$ cat src/rtl/stream_gen_ctrl_if.sv
// stream_gen_ctrl_if: control/handshake bundle between stream_gen_ctrl and its FIFO and counter neighbours
interface stream_gen_ctrl_if;
    logic        start;
    logic        stop;
    logic        fifo_almost_full;
    logic        fifo_full;
    logic        counter_en;
    logic        fifo_wr_en;
    logic        pkt_end;
    logic        busy;
    logic [15:0] pkt_count;
    logic        ovf_err;
    modport master (
        input  start, stop, fifo_almost_full, fifo_full,
        output counter_en, fifo_wr_en, pkt_end, busy, pkt_count, ovf_err
    );
    modport slave (
        output start, stop, fifo_almost_full, fifo_full,
        input  counter_en, fifo_wr_en, pkt_end, busy, pkt_count, ovf_err
    );
endinterface

$ cat src/rtl/stream_gen_ctrl.sv
// stream_gen_ctrl: packetised write sequencer feeding a counter generator into a FIFO.
// Optional sticky overflow detector enabled by macro STREAM_GEN_OVF_CHECK_EN.
module stream_gen_ctrl #(
    parameter int PKT_LEN    = 256,
    parameter int GAP_CYCLES = 4,
    parameter int NUM_PKTS   = 0
) (
    input logic               clk,
    input logic               reset_,
    stream_gen_ctrl_if.master sg
);
    typedef enum logic [1:0] {IDLE, STREAM, GAP, DONE} state_t;
    state_t      state, state_nxt;
    logic [15:0] word_cnt, word_nxt, pkt_cnt, pkt_nxt;
    logic [7:0]  gap_cnt, gap_nxt;
    logic        stop_pend, stop_nxt, wr, last, busy_q;
    always_comb begin
        state_nxt = state;
        word_nxt  = word_cnt;
        pkt_nxt   = pkt_cnt;
        gap_nxt   = gap_cnt;
        stop_nxt  = stop_pend;
        wr        = 1'b0;
        last      = 1'b0;
        case (state)
            IDLE: if (sg.start && !sg.stop) begin
                state_nxt = STREAM;
                word_nxt  = 16'd0;
                pkt_nxt   = 16'd0;
            end
            STREAM: begin
                stop_nxt = stop_pend || sg.stop;
                wr       = !sg.fifo_almost_full;
                if (wr) begin
                    word_nxt = word_cnt + 16'd1;
                    if (word_cnt == 16'(PKT_LEN - 1)) begin
                        last     = 1'b1;
                        word_nxt = 16'd0;
                        pkt_nxt  = pkt_cnt + 16'd1;
                        gap_nxt  = 8'd0;
                        // a stop arriving on the final word still ends the run here
                        if (stop_nxt || (NUM_PKTS != 0 && pkt_nxt == 16'(NUM_PKTS)))
                            state_nxt = DONE;
                        else if (GAP_CYCLES > 0)
                            state_nxt = GAP;
                    end
                end
            end
            GAP: begin
                stop_nxt = stop_pend || sg.stop;
                gap_nxt  = gap_cnt + 8'd1;
                if (gap_cnt == 8'(GAP_CYCLES - 1))
                    state_nxt = stop_nxt ? DONE : STREAM;
            end
            DONE: begin
                state_nxt = IDLE;
                stop_nxt  = 1'b0;
            end
            default: state_nxt = IDLE;
        endcase
    end
    always_ff @(posedge clk or negedge reset_) begin
        if (!reset_) begin
            state     <= IDLE;
            word_cnt  <= 16'd0;
            pkt_cnt   <= 16'd0;
            gap_cnt   <= 8'd0;
            stop_pend <= 1'b0;
            busy_q    <= 1'b0;
        end else begin
            state     <= state_nxt;
            word_cnt  <= word_nxt;
            pkt_cnt   <= pkt_nxt;
            gap_cnt   <= gap_nxt;
            stop_pend <= stop_nxt;
            busy_q    <= state_nxt != IDLE;
        end
    end
    assign sg.counter_en = wr;
    assign sg.fifo_wr_en = wr;
    assign sg.pkt_end    = last;
    assign sg.busy       = busy_q;
    assign sg.pkt_count  = pkt_cnt;
`ifdef STREAM_GEN_OVF_CHECK_EN
    logic ovf;
    always_ff @(posedge clk or negedge reset_) begin
        if (!reset_)
            ovf <= 1'b0;
        else if (wr && sg.fifo_full)
            ovf <= 1'b1;
    end
    assign sg.ovf_err = ovf;
`else
    assign sg.ovf_err = 1'b0;
`endif
endmodule

$ cat src/flat_wrapper.sv
// flat-port wrapper written by rule: the top's interface ports become plain ports
module stream_gen_ctrl_flat 
#(
    parameter int PKT_LEN    = 256,
    parameter int GAP_CYCLES = 4,
    parameter int NUM_PKTS   = 0
)
  (clk, reset_, sg_start, sg_stop, sg_fifo_almost_full, sg_fifo_full, sg_counter_en, sg_fifo_wr_en, sg_pkt_end, sg_busy, sg_pkt_count, sg_ovf_err);
  stream_gen_ctrl_if sg_i ();
  input logic clk;
  input logic reset_;
  input wire logic [$bits(sg_i.start)-1:0] sg_start;
  input wire logic [$bits(sg_i.stop)-1:0] sg_stop;
  input wire logic [$bits(sg_i.fifo_almost_full)-1:0] sg_fifo_almost_full;
  input wire logic [$bits(sg_i.fifo_full)-1:0] sg_fifo_full;
  output wire logic [$bits(sg_i.counter_en)-1:0] sg_counter_en;
  output wire logic [$bits(sg_i.fifo_wr_en)-1:0] sg_fifo_wr_en;
  output wire logic [$bits(sg_i.pkt_end)-1:0] sg_pkt_end;
  output wire logic [$bits(sg_i.busy)-1:0] sg_busy;
  output wire logic [$bits(sg_i.pkt_count)-1:0] sg_pkt_count;
  output wire logic [$bits(sg_i.ovf_err)-1:0] sg_ovf_err;
  assign sg_i.start = sg_start;
  assign sg_i.stop = sg_stop;
  assign sg_i.fifo_almost_full = sg_fifo_almost_full;
  assign sg_i.fifo_full = sg_fifo_full;
  assign sg_counter_en = sg_i.counter_en;
  assign sg_fifo_wr_en = sg_i.fifo_wr_en;
  assign sg_pkt_end = sg_i.pkt_end;
  assign sg_busy = sg_i.busy;
  assign sg_pkt_count = sg_i.pkt_count;
  assign sg_ovf_err = sg_i.ovf_err;
  stream_gen_ctrl #(.PKT_LEN(PKT_LEN), .GAP_CYCLES(GAP_CYCLES), .NUM_PKTS(NUM_PKTS)) u_core (.clk(clk), .reset_(reset_), .sg(sg_i));
endmodule
$ cat config.mk
export PLATFORM = sky130hd
export DESIGN_NAME = stream_gen_ctrl_flat
export DESIGN_NICKNAME = d
export VERILOG_FILES = /design/src/rtl/stream_gen_ctrl_if.sv /design/src/rtl/stream_gen_ctrl.sv /design/src/flat_wrapper.sv
export SDC_FILE = /design/constraint.sdc
export NUM_CORES = 1
export LEC_CHECK = 0
export ABC_AREA = 1
export CAP_MARGIN = 25
export CELL_PAD_IN_SITES_DETAIL_PLACEMENT = 0
export CELL_PAD_IN_SITES_GLOBAL_PLACEMENT = 1
export CORE_ASPECT_RATIO = 0.8
export CORE_MARGIN = 5
export CORE_UTILIZATION = 42
export CTS_CLUSTER_SIZE = 16
export DETAILED_ROUTE_END_ITERATION = 12
export PLACE_DENSITY_LB_ADDON = 0.1
export SLEW_MARGIN = 20
export SYNTH_ARGS = -nofsm -noshare
export SYNTH_HDL_FRONTEND = slang
export SYNTH_SLANG_ARGS = --single-unit
$ cat constraint.sdc
create_clock -name clk -period 1.8 [get_ports clk]
set_clock_uncertainty 0.1 [all_clocks]
set_input_delay 0.45 -clock clk [delete_from_list [all_inputs] [get_ports clk]]
set_output_delay 0.45 -clock clk [all_outputs]
set_load 0.1 [all_outputs]
==> results.txt <==
Status -> complete, but fails checks
Violated checks -> negative setup slack
# IOs -> 27
CP most frequent cell -> nand2_4
Worst min path class -> input port to asynchronous set/reset pin
Gr usage total -> 0.172
Largest net degree at the start of global routing -> 45
Longest Clk Path Bufs -> 2
CP bufs+invs -> 4
Share of cells above drive strength 1 -> 0.295
Via count -> 2,584
Final setup TNS -> -0.548 ns
CP required -> 1.25 ns
Initial Util -> 0.430
Detailed Route Iter0 Violations -> 129
Tcrit/Tclk final -> 1.19
Maximum fanout along the worst path -> 2
Crit path launch -> u_core.word_cnt[0]
Grt total ovfl -> 0
Core area -> 0.00638 mm²
Layout area overhead -> 41.7%
Worst R2R End -> u_core.word_cnt[10]
Worst skew pair latency -> 0.30 ns
Leak -> 1.87 nW
Clock transition at path regs -> 0.09 ns
Overall power -> 0.00240 W
Vias/cell -> 4.83
CP max stage delay -> 0.40 ns
Ys flop type -> dfrtp_1
PD cells -> 618 mW/mm²
Antenna diode count -> 0
CTS tree -> done
Seq/Total Area, Yosys -> 0.402
FP Rows -> 26
Final Max Tran Viols -> 0
Most frequent cells in the layout -> nand2_1 (103), buf_4 (49), nor2_1 (47)
Critical path type -> flip-flop to output pin
Critical Path, Cell by Cell -> ha_4, nand2_4, nor2_4, nand2_2, inv_2, nand2_4, inv_4, nand2_4, clkinvlp_4, buf_12
Max-cap check violation count -> 0
DP Cell Count -> 517
Vias in the first global route -> 2,379
R2R setup slack -> 0.06 ns
Crit path arrival time -> 1.59 ns
Critical path depth in cells -> 10
Die height -> 82.2 µm
CP delay by family, top -> buffers and inverters
DIE WIDTH -> 100 µm
I/O Buffers -> 24
Fmax -> 466 MHz
H-tree Lvls -> 2
Finished Layout Cells -> 535
Post-synthesis cell count -> 375
CP max stage cell -> dfrtp_1
Final setup vio count -> 3
Worst r2r src -> u_core.word_cnt[0]
First-pass GRT wire length -> 11,300 µm
Final hold vios -> 0
CP Capture Type -> output pin
Post-synth net total -> 384
RSZ-0062 raised after global routing -> yes
CP Launch Type -> flip-flop
CTS root buf -> clkbuf_8
Worst Slack Setup Final -> -0.345 ns
Reg2Reg Depth -> 12
Initial antenna violation count -> 0
Post-layout min period -> 2.14 ns
Avg WL per Cell -> 12.5 µm
FF+latch count, synth -> 44
Total CTS buffers -> 5
Final #Nets -> 459
Post-synth EDFFs -> 0
Synth Warn # -> 0
Post-detail-place hpwl -> 4970 µm
Mapped Area -> 0.00274 mm²
DIE AREA -> 0.00825 mm²
Worst IR Drop VDD -> 0.493 mV
First-pass DRT Iterations -> 5
Mean cell area of the mapped netlist -> 7.30 µm²
Most common cell after layout, fill and taps aside -> nand2_1
Routability Congestion -> 0.836
Clk sinks -> 44
Post-route ant nets -> 0
Async SR Flop Fraction -> 1.00
Total Wirelength -> 6700 µm
Number of remaining DRC errors -> 0
Netlist cell types -> 29
-- worst max path at each step --
stage                       endpoint  slack, ns
after global placement    sg_pkt_end      -0.30
after CTS                 sg_pkt_end      -0.43
after global routing      sg_pkt_end      -0.44
after floorplan           sg_pkt_end      -0.51
final                     sg_pkt_end      -0.34
after detailed placement  sg_pkt_end      -0.31
-- area by class of cell --
| class | count | area, µm² |
|---|---|---|
| clock buffer | 6 | 82.6 |
| sequential | 44 | 1120 |
| inverter | 41 | 164 |
| tap | 84 | 105 |
| multi-input combinational | 280 | 1460 |
| timing repair buffer | 78 | 911 |
| clock inverter | 2 | 38.8 |
| fill | 605 | 2490 |
-- cells by family after synthesis --
family	after synthesis	synth area share
XOR/XNOR	9	0.0288
buffers and inverters	51	0.0868
AND/OR/NAND/NOR	229	0.377
other	1	0.00137
adder cells (fa/ha/maj)	3	0.0137
flip-flops	44	0.402
AO/OA/AOI/OAI	38	0.0900
-- cell usage after synthesis, types with 5 or more instances --
master	number	area (µm²)
xor2_1	9	78.8
nand4_1	14	87.6
nand2_1	105	394
buf_6	5	56.3
nor3_1	10	50.1
o21ai_0	13	65.1
dfrtp_1	44	1100
nand3_1	38	190
nand2_4	5	56.3
a21oi_1	9	45.0
nor2_1	48	180
inv_1	37	139
o21ai_2	9	78.8
-- report_power, final --
group / leakage, nW / internal (W) / switching [W]
clock: 0.0614 / 0.000454 / 0.000355
combinational: 1.30 / 0.000244 / 0.000249
sequential: 0.506 / 0.00105 / 0.0000446
total: 1.87 / 0.00175 / 0.000649
-- registers in the layout, indices dropped and copies added (netlist names) --
| register | cells |
|---|---|
| u_core.gap_cnt | 8 |
| u_core.sg.busy | 1 |
| u_core.sg.pkt_count | 16 |
| u_core.state | 2 |
| u_core.stop_pend | 1 |
| u_core.word_cnt | 16 |
-- metal layers --
layer,GRT usage,vias up,share of wire
li1,-,1356,-
met1,0.262,1172,0.53
met5,0,-,0
met3,0.0285,4,0.047
met4,0.0363,0,0.0060
met2,0.256,52,0.42
-- metrics by stage --
step	utilization	area (µm²)	hold WS, ns	setup slack (ns)
after floorplan	-	2770	0.0544	-0.505
after global placement	0.566	3610	0.353	-0.305
after detailed placement	0.566	3610	0.356	-0.313
after CTS	0.596	3800	0.0229	-0.430
after global routing	0.609	3880	0.0272	-0.445
final	0.609	3880	0.0160	-0.345
-- what timing repair did --
| action | 4_1_cts | 5_1_grt |
|---|---|---|
| hold buffers | 0 | 0 |
| pin swaps | 4 | 2 |
| buffers inserted | 7 | 2 |
| cloned | 0 | 1 |
| endpoints found under the setup margin | 11 | 29 |
| resized for setup | 6 | 11 |
Note: power is estimated with default switching activity, not from simulation.
